### config.mk
export PLATFORM = sky130hd
export DESIGN_NAME = decode_execute_register
export DESIGN_NICKNAME = d
export VERILOG_FILES = /design/src/rtl/decode_execute_register.sv
export SDC_FILE = /design/constraint.sdc
export NUM_CORES = 1
export LEC_CHECK = 0
export ABC_CLOCK_PERIOD_IN_PS = 1840
export CAP_MARGIN = 20
export CORE_AREA = 2 2 147 149
export DETAILED_ROUTE_END_ITERATION = 7
export DIE_AREA = 0 0 149 151
export PLACE_DENSITY = 0.7
export SYNTH_ARGS = -nofsm -noshare
export SYNTH_HDL_FRONTEND = slang
export SYNTH_SLANG_ARGS = --single-unit
### constraint.sdc
create_clock -name clk -period 1.84 [get_ports clk]
set_clock_uncertainty 0.05 [all_clocks]
set_input_delay 0.368 -clock clk [delete_from_list [all_inputs] [get_ports clk]]
set_output_delay 0.368 -clock clk [all_outputs]
set_load 0.005 [all_outputs]
### src/rtl/decode_execute_register.sv
// ID/EX pipeline register with load-use stall and branch-flush hazard control.
// A flushed slot is an all-zero bubble with ValidE=0, so it never writes state.
module decode_execute_register (
  input  logic        clk,
  input  logic        rst,
  input  logic [31:0] RegisterData1,
  input  logic [31:0] RegisterData2,
  input  logic [4:0]  Rs1D,
  input  logic [4:0]  Rs2D,
  input  logic [4:0]  RdD,
  input  logic [31:0] ImmExtD,
  input  logic [31:0] PCD,
  input  logic [31:0] PCPlus4D,
  input  logic        RegWriteD,
  input  logic        MemWriteD,
  input  logic        JumpD,
  input  logic        BranchD,
  input  logic        ALUSrcD,
  input  logic [1:0]  ResultSrcD,
  input  logic [2:0]  ALUControlD,
  input  logic        PCSrcE,
  output logic [31:0] RD1E,
  output logic [31:0] RD2E,
  output logic [31:0] ImmExtE,
  output logic [31:0] PCE,
  output logic [31:0] PCPlus4E,
  output logic [4:0]  Rs1E,
  output logic [4:0]  Rs2E,
  output logic [4:0]  RdE,
  output logic        RegWriteE,
  output logic        MemWriteE,
  output logic        JumpE,
  output logic        BranchE,
  output logic        ALUSrcE,
  output logic [1:0]  ResultSrcE,
  output logic [2:0]  ALUControlE,
  output logic        ValidE,
  output logic        StallF,
  output logic        StallD,
  output logic        FlushD
);

  typedef struct packed {
    logic [31:0] rd1;
    logic [31:0] rd2;
    logic [31:0] imm_ext;
    logic [31:0] pc;
    logic [31:0] pc_plus4;
    logic [4:0]  rs1;
    logic [4:0]  rs2;
    logic [4:0]  rd;
    logic        reg_write;
    logic        mem_write;
    logic        jump;
    logic        branch;
    logic        alu_src;
    logic [1:0]  result_src;
    logic [2:0]  alu_control;
    logic        valid;
  } ex_t;

  ex_t  ex_d;
  ex_t  ex_q;
  logic lw_stall;
  logic flush_e;

  // A taken redirect suppresses the stall so the new PC is never held.
  assign lw_stall = (ex_q.result_src == 2'b01) & ex_q.valid & (ex_q.rd != 5'd0) &
                    ((ex_q.rd == Rs1D) | (ex_q.rd == Rs2D)) & ~PCSrcE;
  assign flush_e  = lw_stall | PCSrcE;

  assign StallF = lw_stall;
  assign StallD = lw_stall;
  assign FlushD = PCSrcE;

  always_comb begin
    ex_d = '0;
    if (!flush_e) begin
      ex_d.rd1         = RegisterData1;
      ex_d.rd2         = RegisterData2;
      ex_d.imm_ext     = ImmExtD;
      ex_d.pc          = PCD;
      ex_d.pc_plus4    = PCPlus4D;
      ex_d.rs1         = Rs1D;
      ex_d.rs2         = Rs2D;
      ex_d.rd          = RdD;
      ex_d.reg_write   = RegWriteD;
      ex_d.mem_write   = MemWriteD;
      ex_d.jump        = JumpD;
      ex_d.branch      = BranchD;
      ex_d.alu_src     = ALUSrcD;
      ex_d.result_src  = ResultSrcD;
      ex_d.alu_control = ALUControlD;
      ex_d.valid       = 1'b1;
    end
  end

  always_ff @(posedge clk) begin
    if (!rst) ex_q <= '0;
    else      ex_q <= ex_d;
  end

  assign RD1E        = ex_q.rd1;
  assign RD2E        = ex_q.rd2;
  assign ImmExtE     = ex_q.imm_ext;
  assign PCE         = ex_q.pc;
  assign PCPlus4E    = ex_q.pc_plus4;
  assign Rs1E        = ex_q.rs1;
  assign Rs2E        = ex_q.rs2;
  assign RdE         = ex_q.rd;
  assign RegWriteE   = ex_q.reg_write;
  assign MemWriteE   = ex_q.mem_write;
  assign JumpE       = ex_q.jump;
  assign BranchE     = ex_q.branch;
  assign ALUSrcE     = ex_q.alu_src;
  assign ResultSrcE  = ex_q.result_src;
  assign ALUControlE = ex_q.alu_control;
  assign ValidE      = ex_q.valid;

endmodule

==> flow_summary.html, run 1 <==
<table>
<tr><th>Metric</th><th>Value</th></tr>
<tr><th colspan="2">Run status</th></tr>
<tr><td>Run status</td><td>finished with violations</td></tr>
<tr><td>Violated checks</td><td>setup timing</td></tr>
<tr><th colspan="2">Clocking</th></tr>
<tr><td>Number of buffers inserted for hold repair after clock tree synthesis</td><td>0</td></tr>
<tr><td>Clock Latency Late Sink</td><td>between 0.4 and 0.5 ns</td></tr>
<tr><td>Number of sinks driven by the clock tree</td><td>186</td></tr>
<tr><td>Total clock buffers created by CTS</td><td>17</td></tr>
<tr><td>TritonCTS clock tree</td><td>done</td></tr>
<tr><td>Number of levels in the clock H-tree</td><td>4</td></tr>
<tr><td>Buffer levels on the longest clock path</td><td>2</td></tr>
<tr><td>Clock-pin transition on the worst setup and hold timing paths</td><td>0.07 ns</td></tr>
<tr><td>Library cell used as clock root buffer</td><td>sky130_fd_sc_hd__clkbuf_16</td></tr>
<tr><th colspan="2">Worst setup path</th></tr>
<tr><td>Cell chain of the critical path</td><td>clkdlybuf4s50_1 -&gt; xnor2_4 -&gt; nand2_2 -&gt; o22ai_4 -&gt; and3b_2 -&gt; buf_2</td></tr>
<tr><td>Crit path required time</td><td>1.42 ns</td></tr>
<tr><td>Logic depth of the worst path, buffers included</td><td>6</td></tr>
<tr><td>Peak fanout along the critical path</td><td>2</td></tr>
<tr><td>Critical path startpoint category</td><td>input pin</td></tr>
<tr><td>Number of buffers and inverters on the critical path</td><td>2</td></tr>
<tr><td>Crit-path slowest cell</td><td>sky130_fd_sc_hd__clkdlybuf4s50_1</td></tr>
<tr><td>Critical path arrival</td><td>about 1.7 ns</td></tr>
<tr><td>Worst-case reg-to-reg path depth</td><td>6</td></tr>
<tr><td>CP peak stage delay</td><td>around 0.6 ns</td></tr>
<tr><td>Worst-case register-to-register setup slack</td><td>-0.13 ns</td></tr>
<tr><td>Type of the worst setup path</td><td>input pin to output pin</td></tr>
<tr><td>Dominant delay contributor by cell family on the critical path</td><td>buffers and inverters</td></tr>
<tr><td>Capturing element type of the critical path</td><td>output pin</td></tr>
<tr><th colspan="2">Placed design</th></tr>
<tr><td>Instance area after placement</td><td>10010 sq um</td></tr>
<tr><td>Total of buffers placed on input and output ports</td><td>376</td></tr>
<tr><td>Number of placed cells counting well taps</td><td>around 1300</td></tr>
<tr><td>Half-perimeter wire length after detailed placement</td><td>14.08 mm</td></tr>
<tr><td>RD Place Congestion</td><td>0.8099</td></tr>
<tr><th colspan="2">Drt</th></tr>
<tr><td>Overall via count from detail_route</td><td>just under 6000</td></tr>
<tr><td>Violation count after the first detailed-route iteration</td><td>around 240</td></tr>
<tr><td>Post-DR vias/cell</td><td>4.434</td></tr>
<tr><td>DRC violation count after routing</td><td>0</td></tr>
<tr><td>Number of routed nets with antenna violations</td><td>0</td></tr>
<tr><td>DRT Wirelength</td><td>about 21 mm</td></tr>
<tr><td>Routed wire per std cell</td><td>15.89 um</td></tr>
<tr><td>Number of detailed-routing iterations run before antenna repair</td><td>6</td></tr>
<tr><th colspan="2">Timing</th></tr>
<tr><td>Period Utilization, post-route</td><td>114.7%</td></tr>
<tr><td>Final Critical Period</td><td>between 2 and 2.5 ns</td></tr>
<tr><td>Final-report max-slew violation count</td><td>0</td></tr>
<tr><td>Max-slew headroom at the worst pin</td><td>approximately 75%</td></tr>
<tr><td>Setup repair after global routing missed its margin</td><td>true</td></tr>
<tr><td>Slew at the pin closest to its max-slew limit</td><td>0.3722 ns</td></tr>
<tr><td>Highest clock frequency the design can meet</td><td>between 400 and 500 MHz</td></tr>
<tr><td>Total Negative Setup Slacks</td><td>-6.713 ns</td></tr>
<tr><td>Post-route worst setup slack</td><td>-0.2697 ns</td></tr>
<tr><td>Final setup violation count</td><td>83</td></tr>
<tr><td>Hold Vio Cnt, Final</td><td>0</td></tr>
<tr><td>Hold Slack</td><td>0.2928 ns</td></tr>
<tr><th colspan="2">Cells and area</th></tr>
<tr><td>Post-layout instance count excluding filler cells</td><td>1300</td></tr>
<tr><td>Leading cell type in the layout, fill and taps excluded</td><td>sky130_fd_sc_hd__clkdlybuf4s50_1</td></tr>
<tr><td>Relative area change from synthesis to final layout</td><td>83.97%</td></tr>
<tr><td>Share of the core filled with cells in the final layout</td><td>51.66%</td></tr>
<tr><td>Antenna diode instance count</td><td>0</td></tr>
<tr><td>Highest-count cells in the layout ignoring fill and taps</td><td>360 x sky130_fd_sc_hd__clkdlybuf4s50_1, 187 x sky130_fd_sc_hd__nand2_1, 185 x sky130_fd_sc_hd__a21oi_1</td></tr>
<tr><td>Layout cell share with drive strength beyond 1</td><td>8.976%</td></tr>
<tr><td>Total non-filler cell area in the finished layout</td><td>10760 sq um</td></tr>
<tr><td>Final layout net count</td><td>1200</td></tr>
<tr><th colspan="2">Global routing</th></tr>
<tr><td>Global-route wire length before repair</td><td>29.79 mm</td></tr>
<tr><td>Overall Global Routing Usage</td><td>between 15 and 20%</td></tr>
<tr><td>Number of antenna violations at the first check in global routing</td><td>0</td></tr>
<tr><td>Pin count of the biggest net entering global routing</td><td>112</td></tr>
<tr><td>Number of global-route vias before repair</td><td>approximately 5500</td></tr>
<tr><td>Sum of overflow across all layers after global routing</td><td>0</td></tr>
<tr><th colspan="2">Yosys</th></tr>
<tr><td>Yosys cell types</td><td>18</td></tr>
<tr><td>Syn Inst Count</td><td>about 640</td></tr>
<tr><td>Count of synthesis-stage warnings from yosys</td><td>0</td></tr>
<tr><td>Post-Syn Area per Cell</td><td>9.121 sq um</td></tr>
<tr><td>Mapped Area</td><td>5847 sq um</td></tr>
<tr><td>Yosys reg bits</td><td>186</td></tr>
<tr><td>Syn Nets</td><td>829</td></tr>
<tr><td>Sequential area share after synthesis</td><td>63.68%</td></tr>
<tr><th colspan="2">Power</th></tr>
<tr><td>Total power divided by cell area</td><td>roughly 830 nW/um^2</td></tr>
<tr><td>Pleak</td><td>4.270 nW</td></tr>
<tr><td>Worst voltage drop across the vdd grid</td><td>537.4 uV</td></tr>
<tr><th colspan="2">Floorplan</th></tr>
<tr><td>Width of the die</td><td>~150 um</td></tr>
<tr><td>Die ar.</td><td>22500 sq um</td></tr>
<tr><td>Vertical die dimension</td><td>151 um</td></tr>
<tr><td>Initial Utilization</td><td>28.08%</td></tr>
<tr><td>Area of the core</td><td>20820 sq um</td></tr>
<tr><td>Total I/O pin count</td><td>377</td></tr>
<tr><td>Row Count</td><td>53</td></tr>
<tr><th colspan="2">Worst hold path</th></tr>
<tr><td>Worst hold path cell count</td><td>3</td></tr>
<tr><td>Min-delay worst type</td><td>input pin to register</td></tr>
<tr><th colspan="2">Run</th></tr>
<tr><td>Number of max-cap violations</td><td>0</td></tr>
</table>
[cells in the mapped netlist]
cell type	count	share of area (%)
sky130_fd_sc_hd__nor3_1	1	0.086
sky130_fd_sc_hd__buf_1	1	0.064
sky130_fd_sc_hd__a21boi_0	1	0.13
sky130_fd_sc_hd__dfxtp_1	186	64
sky130_fd_sc_hd__nand3_1	2	0.17
sky130_fd_sc_hd__clkbuf_4	4	0.51
sky130_fd_sc_hd__buf_4	17	2.2
sky130_fd_sc_hd__nor2_1	1	0.064
sky130_fd_sc_hd__buf_6	1	0.19
sky130_fd_sc_hd__xnor2_1	10	1.5
sky130_fd_sc_hd__a21oi_1	185	16
sky130_fd_sc_hd__and3b_1	1	0.15
sky130_fd_sc_hd__nand2_1	188	12
sky130_fd_sc_hd__nor2b_1	1	0.11
sky130_fd_sc_hd__buf_2	12	1.0
sky130_fd_sc_hd__o22ai_2	1	0.21
sky130_fd_sc_hd__a211oi_2	1	0.21
sky130_fd_sc_hd__clkbuf_1	28	1.8
[layer usage]
| layer | up-vias | routed length (um) | share of wire (%) | global-route usage (%) |
|---|---|---|---|---|
| met5 | - | 0 | 0 | 0 |
| li1 | 2822 | - | - | - |
| met4 | 0 | 342 | 1.7 | 5.810 |
| met2 | 251 | 10090 | 49 | 29.01 |
| met1 | 2669 | 8222 | 40 | 19.43 |
| met3 | 22 | 2004 | 9.7 | 7.199 |
[cell type report]
class / count / area (sq um)
Timing Repair Buffer: 415 / 4214
Sequential cell: 186 / 3741
Tap cell: 275 / 344.1
Multi-Input combinational cell: 392 / 1897
Clock inverter: 12 / 113.9
Clock buffer: 20 / 446.7
Fill cell: 1937 / 10070
[stage by stage]
step                      setup slack [ns]  total power (W)
after global placement             -0.7854         0.005492
after CTS                          -0.2737         0.009051
after detailed placement           -0.7806         0.005505
after global routing               -0.3206         0.009338
final                              -0.2697         0.008951
after floorplan                   0.004761         0.004636
[repair_timing]
action / 4_1_cts / 5_1_grt
pin swaps: 5 / 2
setup endpoints to repair: 176 / 190
gates resized for setup: 38 / 16
buffers inserted: 1 / 0
gates cloned: 1 / 1
[registers in the layout (all words and copies together) (netlist names)]
name,count
ALUSrcE,1
RdE,5
ResultSrcE,2
RegWriteE,1
ALUControlE,3
MemWriteE,1
RD1E,32
PCE,32
BranchE,1
RD2E,32
JumpE,1
ImmExtE,32
ValidE,1
Rs1E,5
Rs2E,5
PCPlus4E,32
[worst register-to-register path: cells and delay by family, from the launching register on]
| family | cells | cell delay, ns |
|---|---|---|
| compound gates | 2 | 0.36 |
| buf+inv | 3 | 0.98 |
| flops | 1 | 0.39 |
| simple gates | 1 | 0.04 |
[path summary, 6_finish.rpt]
kind                                 start             endpoint
hold / removal                     Rs1D[1]   Rs1E[1]$_SDFF_PP0_
setup / recovery                   Rs2D[2]               StallF
hold reg to reg   ResultSrcE[1]$_SDFF_PP0_    RdE[2]$_SDFF_PP0_
setup reg to reg         RdE[0]$_SDFF_PP0_  RD1E[15]$_SDFF_PP0_
[cells by family (layout without fill, tap and decap cells)]
logic type	after synthesis	count (layout)	share of synthesized area (%)
buffers and inverters	63	447	5.778
XOR/XNOR	10	10	1.498
AND/OR/NAND/NOR	194	194	12.65
AO/OA/AOI/OAI	188	188	16.39
flip-flops	186	186	63.68
[where the power goes]
part           switching (W)  internal [W]
Combinational       0.000426      0.000781
Clock                0.00169       0.00182
Sequential         0.0000501       0.00418
Total                0.00217       0.00678
Note: power is estimated with default switching activity, not from simulation.
==> run 2: changes to the inputs <==
--- a/config.mk
+++ b/config.mk
@@ -7,10 +7,11 @@
 export LEC_CHECK = 0
 export ABC_CLOCK_PERIOD_IN_PS = 1840
 export CAP_MARGIN = 20
-export CORE_AREA = 2 2 147 149
+export CORE_MARGIN = 1
+export CORE_UTILIZATION = 25
 export DETAILED_ROUTE_END_ITERATION = 7
-export DIE_AREA = 0 0 149 151
-export PLACE_DENSITY = 0.7
+export PLACE_DENSITY = 0.64
+export SLEW_MARGIN = 20
 export SYNTH_ARGS = -nofsm -noshare
 export SYNTH_HDL_FRONTEND = slang
 export SYNTH_SLANG_ARGS = --single-unit
==> run 2 against run 1 <==
Against the previous run: the flow still finishes with violations (setup timing); die area grew 6.7%; first-iteration DRC count grew 4.1%; flip-flop and latch count is the same; via count shrank 1.3%; sequential share of layout area grew 0.062 points; worst hold slack lost 0.085 ns; final cell count grew 2.0%; design area shrank 0.21%.
==> flow_summary.html, run 2 (same netlist as run 1, synthesis figures left out) <==
<table>
<tr><th>Metric</th><th>Value</th></tr>
<tr><th colspan="2">Placed design</th></tr>
<tr><td>RD Place Congestion</td><td>0.7917</td></tr>
<tr><td>Total of buffers placed on input and output ports</td><td>376</td></tr>
<tr><td>Number of placed cells counting well taps</td><td>1293</td></tr>
<tr><td>Half-perimeter wire length after detailed placement</td><td>13.91 mm</td></tr>
<tr><th colspan="2">Drt</th></tr>
<tr><td>Post-DR vias/cell</td><td>4.290</td></tr>
<tr><td>Number of detailed-routing iterations run before antenna repair</td><td>4</td></tr>
<tr><td>Routed wire per std cell</td><td>15.20 um</td></tr>
<tr><td>Number of routed nets with antenna violations</td><td>0</td></tr>
<tr><td>DRC violation count after routing</td><td>0</td></tr>
<tr><td>DRT Wirelength</td><td>20.15 mm</td></tr>
<tr><td>Violation count after the first detailed-route iteration</td><td>254</td></tr>
<tr><td>Overall via count from detail_route</td><td>5689</td></tr>
<tr><th colspan="2">Global routing</th></tr>
<tr><td>Global-route wire length before repair</td><td>30.91 mm</td></tr>
<tr><td>Number of global-route vias before repair</td><td>approximately 5600</td></tr>
<tr><td>Sum of overflow across all layers after global routing</td><td>0</td></tr>
<tr><td>Number of antenna violations at the first check in global routing</td><td>1</td></tr>
<tr><td>Pin count of the biggest net entering global routing</td><td>119</td></tr>
<tr><td>Overall Global Routing Usage</td><td>~17%</td></tr>
<tr><th colspan="2">Timing</th></tr>
<tr><td>Final Critical Period</td><td>approximately 2.1 ns</td></tr>
<tr><td>Setup repair after global routing missed its margin</td><td>true</td></tr>
<tr><td>Final-report max-slew violation count</td><td>0</td></tr>
<tr><td>Slew at the pin closest to its max-slew limit</td><td>0.5658 ns</td></tr>
<tr><td>Final setup violation count</td><td>2</td></tr>
<tr><td>Total Negative Setup Slacks</td><td>-0.4949 ns</td></tr>
<tr><td>Max-slew headroom at the worst pin</td><td>between 60% and 70%</td></tr>
<tr><td>Highest clock frequency the design can meet</td><td>478.9 MHz</td></tr>
<tr><td>Post-route worst setup slack</td><td>-0.2481 ns</td></tr>
<tr><td>Hold Slack</td><td>0.2082 ns</td></tr>
<tr><td>Hold Vio Cnt, Final</td><td>0</td></tr>
<tr><td>Period Utilization, post-route</td><td>113.5%</td></tr>
<tr><th colspan="2">Worst setup path</th></tr>
<tr><td>Crit path required time</td><td>1.42 ns</td></tr>
<tr><td>CP peak stage delay</td><td>0.37 ns</td></tr>
<tr><td>Number of buffers and inverters on the critical path</td><td>2</td></tr>
<tr><td>Cell chain of the critical path</td><td>buf_6 -&gt; xnor2_2 -&gt; nand2_1 -&gt; o22ai_4 -&gt; and3b_2 -&gt; buf_2</td></tr>
<tr><td>Peak fanout along the critical path</td><td>4</td></tr>
<tr><td>Dominant delay contributor by cell family on the critical path</td><td>flip-flops</td></tr>
<tr><td>Crit-path slowest cell</td><td>sky130_fd_sc_hd__dfxtp_4</td></tr>
<tr><td>Capturing element type of the critical path</td><td>output pin</td></tr>
<tr><td>Critical path arrival</td><td>1.67 ns</td></tr>
<tr><td>Critical path startpoint category</td><td>register</td></tr>
<tr><td>Type of the worst setup path</td><td>register to output pin</td></tr>
<tr><th colspan="2">Cells and area</th></tr>
<tr><td>Share of the core filled with cells in the final layout</td><td>47.12%</td></tr>
<tr><td>Number of inserted filler cells in the final layout</td><td>around 2200</td></tr>
<tr><td>Layout cell share with drive strength beyond 1</td><td>7.996%</td></tr>
<tr><td>Relative area change from synthesis to final layout</td><td>83.59%</td></tr>
<tr><td>Sequential standard cell area</td><td>about 3700 sq um</td></tr>
<tr><td>Highest-count cells in the layout ignoring fill and taps</td><td>362 x sky130_fd_sc_hd__clkdlybuf4s50_1, 188 x sky130_fd_sc_hd__nand2_1, 185 x sky130_fd_sc_hd__a21oi_1</td></tr>
<tr><td>Antenna diode instance count</td><td>0</td></tr>
<tr><td>Leading cell type in the layout, fill and taps excluded</td><td>sky130_fd_sc_hd__clkdlybuf4s50_1</td></tr>
<tr><td>Area used by multi-input combinational logic</td><td>1887 sq um</td></tr>
<tr><td>Final layout net count</td><td>1188</td></tr>
<tr><td>Post-layout instance count excluding filler cells</td><td>1326</td></tr>
<tr><th colspan="2">Worst hold path</th></tr>
<tr><td>Min-delay worst type</td><td>input pin to register</td></tr>
<tr><th colspan="2">Clocking</th></tr>
<tr><td>Number of levels in the clock H-tree</td><td>4</td></tr>
<tr><td>Library cell used as clock root buffer</td><td>sky130_fd_sc_hd__clkbuf_16</td></tr>
<tr><td>Buffer levels on the longest clock path</td><td>2</td></tr>
<tr><td>Total clock buffers created by CTS</td><td>17</td></tr>
<tr><td>Number of sinks driven by the clock tree</td><td>186</td></tr>
<tr><td>Clock-pin transition on the worst setup and hold timing paths</td><td>0.07 ns</td></tr>
<tr><td>TritonCTS clock tree</td><td>done</td></tr>
<tr><td>Clock Latency Late Sink</td><td>0.43 ns</td></tr>
<tr><th colspan="2">Floorplan</th></tr>
<tr><td>Row Count</td><td>55</td></tr>
<tr><td>Area of the core</td><td>22780 sq um</td></tr>
<tr><td>Die ar.</td><td>24000 sq um</td></tr>
<tr><td>Initial Utilization</td><td>25.67%</td></tr>
<tr><td>Total I/O pin count</td><td>~380</td></tr>
<tr><td>Width of the die</td><td>154.9 um</td></tr>
<tr><td>Vertical die dimension</td><td>roughly 150 um</td></tr>
<tr><th colspan="2">Run status</th></tr>
<tr><td>Violated checks</td><td>setup timing</td></tr>
<tr><td>Run status</td><td>finished with violations</td></tr>
<tr><th colspan="2">Power</th></tr>
<tr><td>Worst voltage drop across the vdd grid</td><td>504.5 uV</td></tr>
<tr><td>Total power divided by cell area</td><td>roughly 870 nW/um^2</td></tr>
<tr><td>Pleak</td><td>4.220 nW</td></tr>
<tr><th colspan="2">Run</th></tr>
<tr><td>Number of max-cap violations</td><td>0</td></tr>
</table>
## run 2: cell types whose count changed in the layout (fill, tap and decap cells not counted), moves of 3 or more
cell,delta
sky130_fd_sc_hd__buf_12,+4
sky130_fd_sc_hd__buf_4,-12
sky130_fd_sc_hd__clkinvlp_4,-5
sky130_fd_sc_hd__inv_6,+3
sky130_fd_sc_hd__xnor2_2,+3
## run 2: path summary, 6_finish.rpt
path	startpoint	to	slack, ns	depth (start not counted)
worst min-delay path	Rs2D[2]	Rs2E[2]$_SDFF_PP0_	0.21	3
worst min register to register	ResultSrcE[1]$_SDFF_PP0_	RdE[2]$_SDFF_PP0_	0.96	4
worst max register to register	RdE[2]$_SDFF_PP0_	PCPlus4E[18]$_SDFF_PP0_	0.10	7
worst max-delay path	RdE[2]$_SDFF_PP0_	StallF	-0.25	6
## run 2: area by class of cell
| cell class | count | area share, % |
|---|---|---|
| Multi-Input combinational cell | 392 | 17.58 |
| Clock inverter | 15 | 1.865 |
| Sequential cell | 186 | 34.84 |
| Timing Repair Buffer | 403 | 38.10 |
| Clock buffer | 17 | 3.963 |
| Tap cell | 313 | 3.648 |
## run 2: repair_timing
| item | in CTS | in global routing |
|---|---|---|
| pin swaps | 8 | 1 |
| gates resized for setup | 41 | 2 |
| hold buffers | 0 | 0 |
| setup buffers | 1 | 0 |
| hold endpoints to repair | 0 | 0 |
| setup endpoints to repair | 74 | 6 |
## run 2: through the flow
step,setup slack (ns),power (W),cell area [sq um]
CTS,-0.2658,0.009439,10720
floorplan,0.004761,0.004636,5847
global route,-0.3170,0.009691,10730
detailed placement,-0.8102,0.005505,10020
global placement,-0.8012,0.005498,10020
finish,-0.2481,0.009299,10730
## run 2: power by group
part	switching (W)	total [W]	internal, W
combinational	0.000418	0.00118	0.000766
clock	0.00180	0.00388	0.00209
sequential	0.0000501	0.00423	0.00418
total	0.00226	0.00930	0.00704
## run 2: metal layers
layer,GRT usage [%],up-vias,part of all wire (%)
met2,26.32,263,46
met4,7.308,2,2.6
met5,0,-,0.065
met1,19.64,2595,41
met3,7.354,28,10
li1,-,2801,-
## run 2: worst reg2reg max path, stage by stage (launching register included)
cell and delay (ns):
sky130_fd_sc_hd__dfxtp_4 0.37, sky130_fd_sc_hd__buf_6 0.12, sky130_fd_sc_hd__xnor2_2 0.13, sky130_fd_sc_hd__nand2_1 0.11, sky130_fd_sc_hd__o22ai_4 0.13, sky130_fd_sc_hd__buf_4 0.17, sky130_fd_sc_hd__buf_12 0.32, sky130_fd_sc_hd__a21oi_1 0.22
